**config.mk**
```make
export PLATFORM = sky130hd
export DESIGN_NAME = sprint1_sel_reg
export DESIGN_NICKNAME = d
export VERILOG_FILES = /design/src/rtl/sprint1_sel_reg.sv
export SDC_FILE = /design/constraint.sdc
export NUM_CORES = 1
export LEC_CHECK = 0
export ABC_AREA = 1
export CAP_MARGIN = 10
export CORE_AREA = 4 4 41 43
export DETAILED_ROUTE_END_ITERATION = 10
export DIE_AREA = 0 0 45 47
export PLACE_DENSITY_LB_ADDON = 0.08
export SYNTH_ARGS = -nofsm -noshare
export SYNTH_HDL_FRONTEND = slang
export SYNTH_SLANG_ARGS = --single-unit
```
**constraint.sdc**
```tcl
create_clock -name clk -period 0.8 [get_ports clk]
set_input_delay 0.16 -clock clk [delete_from_list [all_inputs] [get_ports clk]]
set_output_delay 0.16 -clock clk [all_outputs]
set_load 0.02 [all_outputs]
```
**src/rtl/sprint1_sel_reg.sv**
```systemverilog
// Registered 2:1 word selector driving the LED bus, with source and equality status flags.
// Every output is a flop; inputs are sampled only on the rising edge of clk.
module sprint1_sel_reg #(
  parameter int unsigned WIDTH = 4
) (
  input  logic             clk,
  input  logic             rst,
  input  logic             en,
  input  logic [WIDTH-1:0] in1,
  input  logic [WIDTH-1:0] in2,
  input  logic             switch,
  output logic [WIDTH-1:0] out,
  output logic [1:0]       src,
  output logic             eq
);

  localparam logic [1:0] SRC_NONE = 2'b00;
  localparam logic [1:0] SRC_IN1  = 2'b01;
  localparam logic [1:0] SRC_IN2  = 2'b10;

  logic [WIDTH-1:0] sel_c;
  logic [1:0]       src_c;
  logic             eq_c;

  // Next values; the if/else keeps an unknown unselected operand out of sel_c.
  always_comb begin
    sel_c = in1;
    src_c = SRC_IN1;
    eq_c  = (in1 == in2);
    if (switch) begin
      sel_c = in2;
      src_c = SRC_IN2;
    end
  end

  // Synchronous reset has priority over the enable.
  always_ff @(posedge clk) begin
    if (rst) begin
      out <= '0;
      src <= SRC_NONE;
      eq  <= 1'b0;
    end else if (en) begin
      out <= sel_c;
      src <= src_c;
      eq  <= eq_c;
    end
  end

endmodule

```
==> results of run 1 <==
==> timing repair <==
| action | CTS | global route |
|---|---|---|
| endpoints found under the setup margin | 12 | 11 |
| hold buffers | 0 | 0 |
| resized for setup | 60 | 1 |
| pin swaps | 3 | 0 |
==> sequential cells by signal, indices dropped and copies added (netlist names) <==
name	cells
src	2
out	4
eq	1
==> Yosys cell counts, drive strengths merged <==
library cell,count
nand2,15
inv,14
dfxtp,7
a21oi,6
o21ai,5
nor2,4
o211ai,4
buf,1
nand3,1
==> power groups by stage <==
stage	sequential [mW]	combinational (mW)	clock (mW)
floorplan	0.421	0.0770	0
global placement	0.392	0.245	0
detailed placement	0.392	0.244	0
CTS	0.394	0.233	0.343
global route	0.398	0.258	0.373
finish	0.394	0.230	0.323
==> cells by family after synthesis <==
| family | Yosys count | share of synthesized area [%] |
|---|---|---|
| simple gates | 20 | 21.25 |
| compound gates | 15 | 23.69 |
| buf+inv | 15 | 16.03 |
| flops | 7 | 39.02 |
==> stage by stage <==
| stage | setup TNS (ns) | utilization [%] | cell area (sq um) | hold WS [ns] | setup slack (ns) |
|---|---|---|---|---|---|
| finish | -0.3850 | 47.21 | 614.3 | 0.3300 | -0.05999 |
| global route | -0.6497 | 47.21 | 614.3 | 0.3632 | -0.09837 |
| CTS | -0.4748 | 47.21 | 614.3 | 0.3224 | -0.07312 |
| detailed placement | -4.227 | 44.81 | 583.1 | 0.4607 | -0.3847 |
| global placement | -4.287 | 44.81 | 583.1 | 0.4564 | -0.3896 |
| floorplan | 0 | - | 359.1 | 0.2291 | 0.1066 |
==> path summary, 6_finish.rpt <==
| path | depth (start not counted) | to | startpoint |
|---|---|---|---|
| setup reg to reg | 3 | out[1] | out[1] |
| hold reg to reg | 2 | src[1] | src[1] |
| setup / recovery | 1 | src[1] | src[1] |
| hold / removal | 4 | src[1] | en |
==> per-layer routing <==
| metal | part of all wire (%) | vias to the layer above | GRT usage [%] |
|---|---|---|---|
| li1 | - | 229 | - |
| met1 | 49 | 169 | 14.12 |
| met4 | 4.8 | 0 | 12.28 |
| met3 | 7.4 | 5 | 3.448 |
| met2 | 39 | 16 | 12.43 |
| met5 | 0 | - | 0 |
==> area by class of cell <==
| cell class | count | area (sq um) |
|---|---|---|
| clock buffers | 4 | 26.28 |
| fillers | 156 | 686.9 |
| inverters | 14 | 52.55 |
| multi-input cells | 35 | 161.4 |
| flip-flops and latches | 7 | 148.9 |
| well taps | 15 | 18.77 |
| repair buffers | 22 | 206.4 |
==> results.md, run 1 <==
* RSZ-0062 raised after global routing: yes
* Syn_nets at 69
* Pwr Density at 1542 nW/um^2
* IO Port Bufs at 18
* # Post-CTS Setup Buffers at 0
* DIE WIDTH at 45 microns
* F_max at 1163 MHz
* Final Setup Violations at 7
* Crit-path max FO at 2
* Syn. warnings at 0
* Final max-slew violation count at 0
* Core area at 1301 sq um
* Status: finished with violations
* Clock-pin slew on the worst setup and hold paths at 0.05 ns
* Clk Latency, worst-skew pair at 0.25 ns
* Crit path DAT at 0.70 ns
* Post-Syn Area at 359.1 sq um
* CTS tree: built
* DR pass1 iterations at 4
* Worst Path Required at 0.64 ns
* Most common cell after layout, fill and taps aside: nand2_1
* Antenna Nets Post-Route at 0
* Die height at 47 microns
* Count of cell types in the netlist at 10
* Post-synthesis cell count at 57
* WL/cell at 9.000 microns
* Layout cells sized above 1 at 29.27%
* CTS sink cnt at 7
* Power Internal at 687.6 uW
* CTS root buf: clkbuf_4
* Layout Area Growth over Synthesis at 71.08%
* Dpl hpwl at 690.2 microns
* Critical path type: flip-flop to primary output
* Detailed-route via count at 419
* R2R setup slack at 0.06 ns
* Routability congestion estimate from global placement at 0.7295
* GRT Residual Overflow at 0
* First-pass GRT wire length at 1.531 mm
* DR iter-0 viols at 11
* Final-report hold violation count at 0
* H-tree depth at 1
* Cell Count, Final, Fillers Out at 97
* Drt via density at 4.320
* Hold Crit Class: input pin to flip-flop
* Net count reported at finish at 95
* Synth area leader: dfxtp_1
* Crit share post-route at 107.5%
* Psw at 259.9 uW
* Synth top area cells: dfxtp_1 39%, nand2_1 16%, inv_1 14%, a21oi_1 8.4%, o211ai_1 8.4%
* Cell family contributing the most delay on the critical path: flip-flops
* # rows at 13
* Clock skew at 0 ns
* I/O pin count at 19
* Element type at the critical path start: flip-flop
* Worst path slowest cell: dfxtp_2
* Relative slew slack at 90.45%
* Fin crit period at 0.8600 ns
* Final Power at 947.5 uW
* Reg power frac at 41.6%
* Seq cells post-synth at 7
* Switching part of the total at 27.43%
* Commonest non-fill, non-tap cells in the layout: 15 x nand2_1, 11 x inv_1, 10 x dlygate4sd2_1
* Cell Chain, Critical Path: buf_6
* Logic gate share of total power at 24.3%
* Post-synth top area share at 39.02%
* Violated checks: setup timing
* Avg Inst Size Synth at 6.300 sq um
* Clock network fraction of design power at 34.1%
* Worst path bufs/invs at 1
* Post-Place Cells at 93
* Inserted Diodes at 0
* Pin count of the biggest net entering global routing at 11
* Gr usage total at 10.75%
* Seq/Total Area, Yosys at 39.02%
* DRC viols at 0
* Crit end category: primary output
* Initial Utilization at 27.60%
* Worst-Margin Slew at 0.1426 ns
* Bufs on Longest Clock Path at 2
* Total CTS buffers at 3
* Max cap viols at 0
* Area of the die at 2115 sq um
* Max stage delay on crit path at 0.33 ns
* Maximum VDD drop at 0.9065 mV
* Vias in the first global route at 377
* Post-Route WL at 873 microns
* Final worst setup slack at -0.05999 ns
* Initial antenna violation count at 0
* Pleak at 0.3436 nW
Note: power is estimated with default switching activity, not from simulation.
==> inputs of run 2 (changes only) <==
CELL_PAD_IN_SITES_DETAIL_PLACEMENT = 1   (was unset)
CELL_PAD_IN_SITES_GLOBAL_PLACEMENT = 1   (was unset)
CORE_AREA = unset   (was 4 4 41 43)
CORE_MARGIN = 4   (was unset)
CORE_UTILIZATION = 23   (was unset)
DIE_AREA = unset   (was 0 0 45 47)
SKIP_LAST_GASP = 1   (was unset)
==> results.md, run 2 (synthesis results as in run 1) <==
* Clock-pin slew on the worst setup and hold paths at 0.05 ns (about the same)
* Net count reported at finish at 99 (+4.2%)
* Final Setup Violations at 7 (unchanged)
* Relative slew slack at 89.21% (-1.2 points)
* Detailed-route via count at 443 (+5.7%)
* WHS at 0.3637 ns (+0.03369 ns)
* Worst Path Required at 0.64 ns (about the same)
* Inserted Diodes at 0 (unchanged)
* Die height at 47.52 microns (+1.1%)
* Post-Route WL at 1.047 mm (+20%)
* Cell Count, Final, Fillers Out at 101 (+4.1%)
* Status: finished with violations
* Initial Utilization at 25.97% (-1.6 points)
* H-tree depth at 1 (unchanged)
* Crit share post-route at 107.5% (about the same)
* Cell family contributing the most delay on the critical path: flip-flops
* Worst path bufs/invs at 1 (unchanged)
* Worst-Margin Slew at 0.1612 ns (+0.01855 ns)
* Most common cell after layout, fill and taps aside: nand2_1
* Pin count of the biggest net entering global routing at 11 (unchanged)
* # rows at 13 (unchanged)
* First-pass GRT wire length at 1.759 mm (+15%)
* Max stage delay on crit path at 0.33 ns (about the same)
* R2R setup slack at 0.14 ns (+0.08 ns)
* WL/cell at 10.37 microns (+15%)
* Drt via density at 4.386 (+1.5%)
* Crit end category: primary output
* GRT Residual Overflow at 0 (unchanged)
* Area of the die at 2258 sq um (+6.7%)
* Clock skew at 0 ns (unchanged)
* RSZ-0062 raised after global routing: yes
* Dpl cell area at 598.1 sq um (+2.6%)
* Top reg by flops: out
* Core area at 1383 sq um (+6.3%)
* Final worst setup slack at -0.06013 ns (-0.0001393 ns)
* Critical path type: flip-flop to primary output
* Routability congestion estimate from global placement at 0.6533 (-10%)
* Final instance area at 648.1 sq um (+5.5%)
* Final Power at 969.0 uW (+2.3%)
* Fill cells at 190 (+22%)
* Bufs on Longest Clock Path at 2 (unchanged)
* Antenna Nets Post-Route at 0 (unchanged)
* DIE WIDTH at 47.52 microns (+5.6%)
* I/O pin count at 19 (unchanged)
* Worst path slowest cell: dfxtp_2
* CTS sink cnt at 7 (unchanged)
* Final-report hold violation count at 0 (unchanged)
* DR iter-0 viols at 2 (-9)
* Clk Latency, worst-skew pair at 0.25 ns (about the same)
* Post-layout util at 46.88% (-0.33 points)
* Maximum VDD drop at 0.8420 mV (-7.1%)
* Crit path DAT at 0.70 ns (about the same)
* Total CTS buffers at 3 (unchanged)
* Crit-path max FO at 2 (unchanged)
* Number of flip-flops in the largest register at 4 (unchanged)
* Fin crit period at 0.8601 ns (+0.0001393 ns)
* Pleak at 0.3643 nW (+6.0%)
* Pre-CTS WS at -0.4182 ns (-0.03350 ns)
* Violated checks: setup timing
* DR pass1 iterations at 2 (-2)
* Layout cells sized above 1 at 32.56% (+3.3 points)
* Pwr Density at 1495 nW/um^2 (-3.1%)
* Element type at the critical path start: flip-flop
* FF+latch area at 148.9 sq um (unchanged)
* Gr usage total at 11.61% (+0.86 points)
* CTS root buf: clkbuf_4
* Post-Place Cells at 95 (+2.2%)
* Cell Chain, Critical Path: buf_6
* IO Port Bufs at 18 (unchanged)
* DRC viols at 0 (unchanged)
* Initial antenna violation count at 0 (unchanged)
* Hold Crit Class: input pin to flip-flop
* Setup TNS at -0.3900 ns (-0.005029 ns)
* Commonest non-fill, non-tap cells in the layout: 15 x nand2_1, 11 x inv_1, 10 x dlygate4sd2_1
* CTS tree: built
* F_max at 1163 MHz (about the same)
* Final max-slew violation count at 0 (unchanged)
* Area occupied by multi-input gates at 161.4 sq um (unchanged)
* Top Registers: out x4, src x2, eq x1
* Vias in the first global route at 434 (+15%)
* Max cap viols at 0 (unchanged)
* Layout Area Growth over Synthesis at 80.49%
* Dpl hpwl at 816.7 microns (+18%)
==> run 2: cell types whose count changed in the layout (fill, tap and decap cells not counted) <==
cell	before	now
buf_6	7	8
buf_4	4	7
==> run 2: cell type report <==
type,count,area share (%)
Timing Repair Buffer,26,37.07
Sequential cell,7,22.97
Multi-Input combinational cell,35,24.90
Inverter,14,8.108
Clock buffer,4,4.054
Tap cell,15,2.896
==> run 2: routing by layer <==
layer	track usage (%)	wire, microns
met5	0	0
met3	2.632	83
met4	9.945	9
met2	17.38	474
met1	13.84	480
==> run 2: where the power goes <==
part / switching, mW / internal (mW) / total (mW)
clock network: 0.134 / 0.191 / 0.325
logic: 0.118 / 0.131 / 0.250
registers: 0.0165 / 0.378 / 0.394
==> run 2: final timing paths <==
path           from     end  depth (start not counted)
min reg2reg  out[2]  out[2]                          2
max reg2reg  out[0]  out[0]                          2
max          out[3]  out[3]                          1
min          switch  src[0]                          3
==> run 2: what timing repair did <==
| item | in CTS | in global routing |
|---|---|---|
| hold buffers | 0 | 0 |
| hold endpoints to repair | 0 | 0 |
| resized for setup | 58 | 4 |
| setup endpoints to repair | 14 | 11 |
| pin swaps | 3 | 2 |
| setup buffers | 1 | 1 |
